File: config.mk
export PLATFORM = sky130hd
export DESIGN_NAME = load_unit_fsm
export DESIGN_NICKNAME = d
export VERILOG_FILES = /design/src/rtl/load_unit_fsm.sv
export SDC_FILE = /design/constraint.sdc
export NUM_CORES = 1
export LEC_CHECK = 0
export BUFFER_PORTS_ARGS = -buffer_cell sky130_fd_sc_hd__buf_2
export CAP_MARGIN = 30
export CORE_MARGIN = 3
export CORE_UTILIZATION = 40
export CTS_BUF_LIST = sky130_fd_sc_hd__clkbuf_4
export DETAILED_ROUTE_END_ITERATION = 10
export MAX_ROUTING_LAYER = met4
export PLACE_DENSITY = 0.66
export SLEW_MARGIN = 40
export SYNTH_ARGS = -nofsm -noshare
export SYNTH_HDL_FRONTEND = slang
export SYNTH_SLANG_ARGS = --single-unit
File: constraint.sdc
create_clock -name clk -period 5.53 [get_ports clk]
set_input_delay 0 -clock clk [delete_from_list [all_inputs] [get_ports clk]]
set_output_delay 0 -clock clk [all_outputs]
set_load 0.05 [all_outputs]
File: src/rtl/load_unit_fsm.sv
// Multi-cycle load unit: takes one load per handshake, reads the aligned word from a
// req/gnt + rvalid memory, then extracts, extends or merges it. A bus timeout is included.
module load_unit_fsm #(
  parameter int unsigned ADDR_W     = 32,
  parameter bit          BIG_ENDIAN = 1'b0,
  parameter int unsigned TIMEOUT    = 255
) (
  input  logic              clk,
  input  logic              reset,
  input  logic              req_valid,
  output logic              req_ready,
  input  logic [2:0]        req_op,
  input  logic [ADDR_W-1:0] req_addr,
  input  logic [31:0]       req_rt,
  output logic              mem_req,
  output logic [ADDR_W-1:0] mem_addr,
  input  logic              mem_gnt,
  input  logic              mem_rvalid,
  input  logic [31:0]       mem_rdata,
  output logic              rsp_valid,
  output logic [31:0]       rsp_data,
  output logic              rsp_adel,
  output logic              rsp_err,
  output logic              busy
);

  typedef enum logic [1:0] {S_IDLE, S_REQ, S_WAIT, S_RESP} state_t;
  typedef enum logic [2:0] {
    OP_LW, OP_LBU, OP_LB, OP_LHU, OP_LH, OP_LWL, OP_LWR, OP_ILL
  } op_t;

  localparam int unsigned CNT_W = (TIMEOUT > 0) ? $clog2(TIMEOUT + 1) : 1;

  state_t           state;
  op_t              op_q;
  logic [1:0]       lane_q;
  logic [31:0]      rt_q;
  logic [CNT_W-1:0] cnt;
  logic [CNT_W-1:0] cnt_nxt;
  logic             expired;
  logic             misaligned;
  logic [1:0]       req_lane;

  // A big-endian lane is 3-A, which for two bits is simply the bitwise inverse.
  assign req_lane = BIG_ENDIAN ? ~req_addr[1:0] : req_addr[1:0];
  assign cnt_nxt  = cnt + 1'b1;
  assign expired  = (TIMEOUT != 0) && (cnt_nxt == CNT_W'(TIMEOUT));

  always_comb begin
    // NOTE: default first so every path assigns it and no latch is inferred.
    misaligned = 1'b0;
    case (op_t'(req_op))
      OP_LW:         misaligned = |req_addr[1:0];
      OP_LH, OP_LHU: misaligned = req_addr[0];
      OP_ILL:        misaligned = 1'b1;
      default:       misaligned = 1'b0;
    endcase
  end

  function automatic logic [31:0] load_result(input op_t op, input logic [1:0] lane,
                                              input logic [31:0] m, input logic [31:0] rt);
    logic [7:0]  b;
    logic [15:0] h;
    logic [31:0] r;
    b = m[{lane, 3'b000} +: 8];
    h = m[{lane[1], 4'b0000} +: 16];
    r = m;
    case (op)
      OP_LBU: r = {24'h0, b};
      OP_LB:  r = {{24{b[7]}}, b};
      OP_LHU: r = {16'h0, h};
      OP_LH:  r = {{16{h[15]}}, h};
      OP_LWL:
        case (lane)
          2'd0:    r = {m[7:0], rt[23:0]};
          2'd1:    r = {m[15:0], rt[15:0]};
          2'd2:    r = {m[23:0], rt[7:0]};
          default: r = m;
        endcase
      OP_LWR:
        case (lane)
          2'd0:    r = m;
          2'd1:    r = {rt[31:24], m[31:8]};
          2'd2:    r = {rt[31:16], m[31:16]};
          default: r = {rt[31:8], m[31:24]};
        endcase
      default: r = m;
    endcase
    return r;
  endfunction

  always_ff @(posedge clk or posedge reset) begin
    if (reset) begin
      state     <= S_IDLE;
      op_q      <= OP_LW;
      lane_q    <= 2'd0;
      rt_q      <= 32'h0;
      cnt       <= '0;
      req_ready <= 1'b1;
      busy      <= 1'b0;
      mem_req   <= 1'b0;
      mem_addr  <= '0;
      rsp_valid <= 1'b0;
      rsp_data  <= 32'h0;
      rsp_adel  <= 1'b0;
      rsp_err   <= 1'b0;
    end else begin
      // NOTE: non-blocking throughout so every register sees pre-edge values.
      rsp_valid <= 1'b0;
      case (state)
        S_IDLE:
          if (req_valid) begin
            op_q      <= op_t'(req_op);
            lane_q    <= req_lane;
            rt_q      <= req_rt;
            cnt       <= '0;
            req_ready <= 1'b0;
            busy      <= 1'b1;
            if (misaligned) begin
              state     <= S_RESP;
              rsp_valid <= 1'b1;
              rsp_adel  <= 1'b1;
              rsp_err   <= 1'b0;
              rsp_data  <= 32'h0;
            end else begin
              state    <= S_REQ;
              mem_req  <= 1'b1;
              mem_addr <= {req_addr[ADDR_W-1:2], 2'b00};
            end
          end
        S_REQ: begin
          cnt <= cnt_nxt;
          if (mem_gnt) begin
            mem_req <= 1'b0;
            state   <= S_WAIT;
          end else if (expired) begin
            mem_req   <= 1'b0;
            state     <= S_RESP;
            rsp_valid <= 1'b1;
            rsp_adel  <= 1'b0;
            rsp_err   <= 1'b1;
            rsp_data  <= 32'h0;
          end
        end
        S_WAIT: begin
          cnt <= cnt_nxt;
          // Data arriving on the expiry cycle still completes the load normally.
          if (mem_rvalid) begin
            state     <= S_RESP;
            rsp_valid <= 1'b1;
            rsp_adel  <= 1'b0;
            rsp_err   <= 1'b0;
            rsp_data  <= load_result(op_q, lane_q, mem_rdata, rt_q);
          end else if (expired) begin
            state     <= S_RESP;
            rsp_valid <= 1'b1;
            rsp_adel  <= 1'b0;
            rsp_err   <= 1'b1;
            rsp_data  <= 32'h0;
          end
        end
        default: begin
          state     <= S_IDLE;
          req_ready <= 1'b1;
          busy      <= 1'b0;
        end
      endcase
    end
  end

endmodule

==> results of run 1 <==
==> synth_stat cells (all sizes together) (2+ instances only) <==
| cell | n | share of area, % |
|---|---|---|
| dfrtp | 114 | 42 |
| mux2 | 89 | 15 |
| nand2 | 66 | 3.7 |
| mux2i | 35 | 5.2 |
| a22oi | 31 | 3.5 |
| nand2b | 27 | 2.5 |
| a32o | 24 | 3.6 |
| clkbuf | 23 | 1.3 |
| o21ai | 23 | 1.7 |
| buf | 22 | 1.9 |
| nand3 | 17 | 1.3 |
| nor2 | 16 | 0.89 |
| o211ai | 16 | 1.8 |
| inv | 13 | 0.73 |
| a21oi | 11 | 0.82 |
| o22ai | 11 | 1.0 |
| a22o | 10 | 1.3 |
| ha | 9 | 1.7 |
| mux4 | 9 | 3.0 |
| nor2b | 7 | 0.65 |
| o31ai | 4 | 0.45 |
| a211oi | 3 | 0.52 |
| nor3 | 3 | 0.22 |
| nor3b | 3 | 0.33 |
| o221ai | 3 | 0.48 |
| a2111oi | 2 | 0.54 |
| and2 | 2 | 0.19 |
| and3 | 2 | 0.19 |
| nand4 | 2 | 0.19 |
| o21a | 2 | 0.22 |
| o21bai | 2 | 0.22 |
| o32ai | 2 | 0.26 |
| or2 | 2 | 0.19 |
==> timing repair <==
action,4_1_cts,5_1_grt
endpoints found under the setup margin,0,0
hold buffers,105,0
resized for setup,0,0
endpoints found under the hold margin,174,0
==> worst max-delay path, stage by stage (launching register included) <==
cell	delay, ns
dfrtp_1	0.45
inv_1	0.13
ha_1	0.43
nand2_4	0.43
a211oi_1	0.74
o221ai_2	0.16
buf_4	0.29
a32o_1	0.24
dlygate4sd3_1	0.55
==> placed cells by master (no fill, tap or decap), types with 3 or more instances in the layout <==
master	Yosys	final
a21oi_1	11	11
a22o_1	10	10
a22oi_1	31	31
a32o_1	24	24
buf_2	9	171
buf_4	5	6
bufinv_16	0	3
clkbuf_4	0	19
clkinv_1	0	5
clkinvlp_4	0	3
dfrtp_1	114	111
dfrtp_2	0	3
dlygate4sd3_1	0	105
ha_1	9	9
inv_1	13	12
mux2_1	83	83
mux2_2	6	6
mux2i_1	35	35
mux4_2	9	9
nand2_1	66	65
nand2b_1	27	27
nand3_1	16	16
nor2_1	16	15
nor2b_1	7	7
o211ai_1	16	16
o21ai_0	11	11
o21ai_1	12	12
o22ai_1	11	11
o31ai_1	4	4
==> sequential cells by signal, summed over array words and instances, names as in the netlist, 2 cells and up <==
name	flops
rsp_data	32
state	2
op_q	3
lane_q	2
mem_addr	30
cnt	8
rt_q	32
==> metrics by stage <==
stage | instance area (sq um) | util [%] | instances
6_report | 9074 | 56.10 | 1105
3_5_place_dp | 7736 | 47.83 | 968
5_1_grt | 9074 | 56.10 | 1105
3_3_place_gp | 7707 | 47.66 | 968
2_1_floorplan | 6731 | - | 620
4_1_cts | 9071 | 56.09 | 1105
==> layer usage <==
layer	vias to the layer above	GRT usage, %	wire (microns)
li1	2833	-	-
met1	3053	27.97	8312
met2	268	39.80	10750
met3	38	5.312	1349
met4	0	8.455	518
met5	-	-	0
==> power by group <==
group | switching, mW | leakage (nW) | internal, mW | total [mW]
combinational | 1.95 | 2.56 | 1.06 | 3.02
sequential | 0.320 | 1.43 | 1.20 | 1.52
clock | 0.329 | 0.146 | 0.314 | 0.643
total | 2.60 | 4.14 | 2.58 | 5.18
==> final cells by class <==
type                    instances  area, sq um
inverters                      13        53.80
repair buffers                282         1952
clock inverters                13        141.4
clock buffers                  19        142.6
multi-input cells             447         3631
fillers                      1404         7099
flip-flops and latches        115         2883
well taps                     216        270.3
==> logic make-up (layout without fill, tap and decap cells) <==
logic type,count (synthesis),count (layout),share of synthesized area [%]
other,1,2,0.05574
buffers and inverters,58,327,3.905
DFF,115,115,42.79
muxes,133,133,23.12
xor gates and xnor gates,2,2,0.2604
adders and majority gates,9,9,1.674
AOI/OAI and AO/OA,151,151,17.43
and+or+nand+nor,150,150,10.77
==> worst max path at each step <==
stage	from	endpoint	slack [ns]
after floorplan	reset	busy	2.49
after global placement	state[0]	rsp_data[0]	2.42
after detailed placement	state[0]	rsp_data[5]	2.60
after CTS	state[0]	rsp_data[9]	2.03
after global routing	state[0]	rsp_data[9]	1.77
final	state[0]	rsp_data[9]	2.00
==> results.py, run 1 <==
metrics = {
    "run_status": {
        "outcome": "completed",
    },
    "sta": {
        "setup_viol": 0,
        "layout_setup_ws_ns": 1.997,
        "slew_headroom_pct": 44.64,
        "holdWs_ns": 0.05606,
        "fin_skew_ns": 0.01385,
        "finalSetupTns_ns": 0,
        "min_period_ns": 3.533,
        "finalHoldViolations": 0,
        "fmax_mhz": 283.0,
        "fin_crit_sh_pct": 63.89,
        "rsz0062_at_grt": "no",
        "worstMarginPinSlew_ns": 0.8273,
        "drv_slew": 0,
    },
    "floorplanning": {
        "dieArea_sq_mm": 0.01841,
        "start_util_pct": 41.60,
        "die_y_microns": 135.7,
        "coreArea_sq_mm": 0.01617,
        "num_rows": 46,
        "io_pins": 174,
        "fp.dieW_microns": 135.7,
    },
    "grt": {
        "grt_overflow": 0,
        "first_global_vias": 6497,
        "grt_first_pass_wirelength_mm": 33.09,
        "grt_max_degree": 71,
        "gr-usage-all-layers_pct": 23.65,
        "antenna_found_initial": 0,
    },
    "clock_tree": {
        "cts.clk_slew.worst_paths_ns": 0.11,
        "clock_latency_ns": 0.54,
        "root_buffer": "clkbuf_4",
        "cts_made_buffers": 17,
        "clk_path_buf_depth": 2,
        "post_cts_buffers": 0,
        "cts_htree_levels": 4,
        "cts_tree": "done",
        "cts_sinks": 115,
    },
    "placement": {
        "dp_hpwl_mm": 13.92,
        "gp_congestion": 0.9186,
        "port_buffers": 171,
        "preCtsSetupSlack_ns": 2.596,
    },
    "finish": {
        "diodes": 0,
        "nets": 989,
        "drive_gt1_share_pct": 26.77,
        "area_delta_synth_final_pct": 34.87,
    },
    "logic_synthesis": {
        "synthesis.instances": 619,
        "post_synth.cell_area_avg_sq_um": 10.87,
        "yosys_most_used_dff": "dfrtp_1",
        "synth_seq_cells": 115,
        "synthArstFlopShare_pct": 100.0,
        "synth_seq_area_share_pct": 42.79,
        "ys_warn_count": 0,
        "synth_area_sq_mm": 0.006728,
        "synth_edf_count": 0,
        "synth_cell_types": 56,
    },
    "min_path": {
        "whs_endpoint": "rsp_data[31]",
        "min_path_cells": 4,
        "min_from": "mem_rdata[31]",
        "min_path_type": "in -> reg",
    },
    "power": {
        "p_leak_nw": 4.142,
        "ir_drop_v": 0.0004271,
        "power_mw": 5.178,
        "power_density_mw_per_mm2": 570.7,
    },
    "worst_setup_path": {
        "reg2reg_to": "rsp_data[9]",
        "crit_fanout": 41,
        "critPathKind": "reg -> reg",
        "ff2ff_setup_slack_ns": 2.00,
        "crit-reg2reg-launch": "state[0]",
        "cp-end-kind": "register",
        "worstPathArrival_ns": 3.97,
        "reg2reg_depth": 8,
        "cp-start-kind": "register",
        "required_ns": 5.96,
    },
    "route": {
        "vias": 6192,
        "via_per_inst": 5.604,
        "dr.pass1.iters": 7,
        "wl_per_cell_microns": 18.94,
        "drc": 0,
        "drtIter0Drc": 429,
        "wl_mm": 20.93,
        "antenna_left": 0,
    },
    "job": {
        "maxCapViolCount": 0,
    },
}
(Power assumes the default switching activity.)
==> inputs of run 2 (changes only) <==
Settings changed: PLACE_DENSITY 0.66 to 0.69.
Clock period 5.53 ns to 2.9 ns, I/O delays scaled along.
==> results.py, run 2 (same netlist as run 1, synthesis figures left out) <==
metrics = {
    "sta": {
        "setup_viol": 0,
        "min_period_ns": 2.752,
        "slew_headroom_pct": 53.90,
        "finalHoldViolations": 0,
        "fin_crit_sh_pct": 94.90,
        "fin_skew_ns": 0.02630,
        "layout_setup_ws_ns": 0.1480,
        "finalSetupTns_ns": 0,
        "worstMarginPinSlew_ns": 0.6901,
        "drv_slew": 0,
        "holdWs_ns": 0.05793,
        "rsz0062_at_grt": "no",
        "fmax_mhz": 363.4,
    },
    "grt": {
        "gr-usage-all-layers_pct": 23.31,
        "grt_max_degree": 80,
        "antenna_found_initial": 1,
        "grt_first_pass_wirelength_mm": 32.80,
        "grt_overflow": 0,
        "first_global_vias": 6291,
    },
    "clock_tree": {
        "root_buffer": "clkbuf_4",
        "cts_htree_levels": 4,
        "cts_sinks": 115,
        "ctsHoldBuffers": 103,
        "cts_resized": 0,
        "clock_latency_ns": 0.56,
        "clk_path_buf_depth": 2,
        "post_cts_buffers": 0,
        "cts_tree": "done",
        "cts_made_buffers": 17,
        "cts.clk_slew.worst_paths_ns": 0.13,
    },
    "route": {
        "via_per_inst": 5.547,
        "dr.pass1.iters": 7,
        "wl_mm": 20.48,
        "drc": 0,
        "drtIter0Drc": 475,
        "wl_per_cell_microns": 18.35,
        "antenna_left": 0,
        "vias": 6191,
    },
    "run_status": {
        "outcome": "completed",
    },
    "finish": {
        "area_delta_synth_final_pct": 36.82,
        "layout_common_cells": "buf_2 (171), dfrtp_1 (112), dlygate4sd3_1 (104)",
        "drive_gt1_share_pct": 27.70,
        "final_common_cell": "buf_2",
        "nets": 999,
        "n_fill_cell": 1389,
        "utilization_pct": 56.92,
        "multi_input_area_sq_mm": 0.003613,
        "reg.largest.list": "rsp_data: 32 flops, rt_q: 32 flops, mem_addr: 30 flops",
        "layout.cells.non_filler": 1116,
        "final_area_sq_mm": 0.009205,
        "register_area_sq_mm": 0.002882,
    },
    "worst_setup_path": {
        "reg2reg_depth": 7,
        "path_delay_family": "compound AO/OA/AOI/OAI gates",
        "worstPathArrival_ns": 3.25,
        "path_depth": 7,
        "required_ns": 3.40,
        "path_cells": "ha_1 -> nand3_2 -> or3_4 -> a2111oi_4 -> o21ai_1 -> a21oi_1 -> dlygate4sd3_1",
        "crit-reg2reg-launch": "cnt[0]",
        "critPathMaxStageDelay_ns": 0.60,
        "critPathKind": "reg -> reg",
        "crit_buf_inv": 1,
        "worst_path_max_delay_cell": "dlygate4sd3_1",
        "cp-start-kind": "register",
        "crit_fanout": 7,
        "cp-end-kind": "register",
        "startpoint": "cnt[0]",
    },
    "min_path": {
        "min_path_cells": 4,
        "min_from": "mem_rdata[31]",
        "min_path_type": "in -> reg",
    },
    "power": {
        "switching_share_pct": 50.62,
        "p_int_mw": 4.945,
        "power.switching_mw": 5.068,
        "clock_power_share_pct": 12.6,
        "pwr-share-seq_pct": 28.2,
        "power_mw": 10.01,
        "ir_drop_v": 0.0008167,
        "combPwrFrac_pct": 59.2,
        "power_density_mw_per_mm2": 1088,
        "p_leak_nw": 4.215,
    },
    "placement": {
        "dp_hpwl_mm": 13.76,
        "dp_cells": 978,
        "port_buffers": 171,
        "gp_congestion": 0.9080,
        "preCtsSetupSlack_ns": 0.3220,
        "placed_area_sq_mm": 0.007844,
    },
    "floorplanning": {
        "coreArea_sq_mm": 0.01617,
        "die_y_microns": 135.7,
        "start_util_pct": 41.60,
        "dieArea_sq_mm": 0.01841,
        "io_pins": 174,
        "fp.dieW_microns": 135.7,
        "num_rows": 46,
    },
    "job": {
        "maxCapViolCount": 0,
    },
}
-- run 2: changes by cell type in the layout (fill, tap and decap cells not counted), moves of 2 or more --
cell      delta
clkinv_1     -4
clkinv_4     +4
inv_6        +5
buf_12       +5
buf_4        +6
clkbuf_4     -2
clkinv_2     -2
-- run 2: worst paths after layout --
kind | end | slack [ns]
max in group asynchronous | rt_q[8] | 1.68
min | rsp_data[31] | 0.06
min reg2reg | req_ready | 0.49
max | rsp_valid | 0.15
min in group asynchronous | mem_addr[11] | 0.48
max reg2reg | rsp_valid | 0.15
-- run 2: power groups by stage --
stage	logic, mW	clock network [mW]	registers [mW]
2_1_floorplan	3.16	0	4.01
3_3_place_gp	5.69	0	2.82
3_5_place_dp	5.78	0	2.84
4_1_cts	5.91	1.30	2.81
5_1_grt	6.37	1.38	2.90
6_report	5.93	1.27	2.82
-- run 2: layout make-up --
type	instances	area share, %
timing repair buffer	292	22.67
sequential	115	31.30
inverter	13	0.5709
antenna	1	0.02718
clock buffer	17	1.386
clock inverter	15	1.849
multi-input combinational	447	39.26
tap	216	2.936
-- run 2: metal layers --
metal / share of wire [%] / up-vias / GRT usage, %
li1: - / 2855 / -
met1: 40 / 3028 / 27.96
met2: 50 / 264 / 39.24
met3: 7.3 / 44 / 5.423
met4: 2.0 / 0 / 7.111
met5: 0 / - / -
-- run 2: worst min-delay path, stage by stage --
cell,delay [ns]
buf_2,0.14
mux2_2,0.17
a22o_1,0.14
a22o_1,0.12
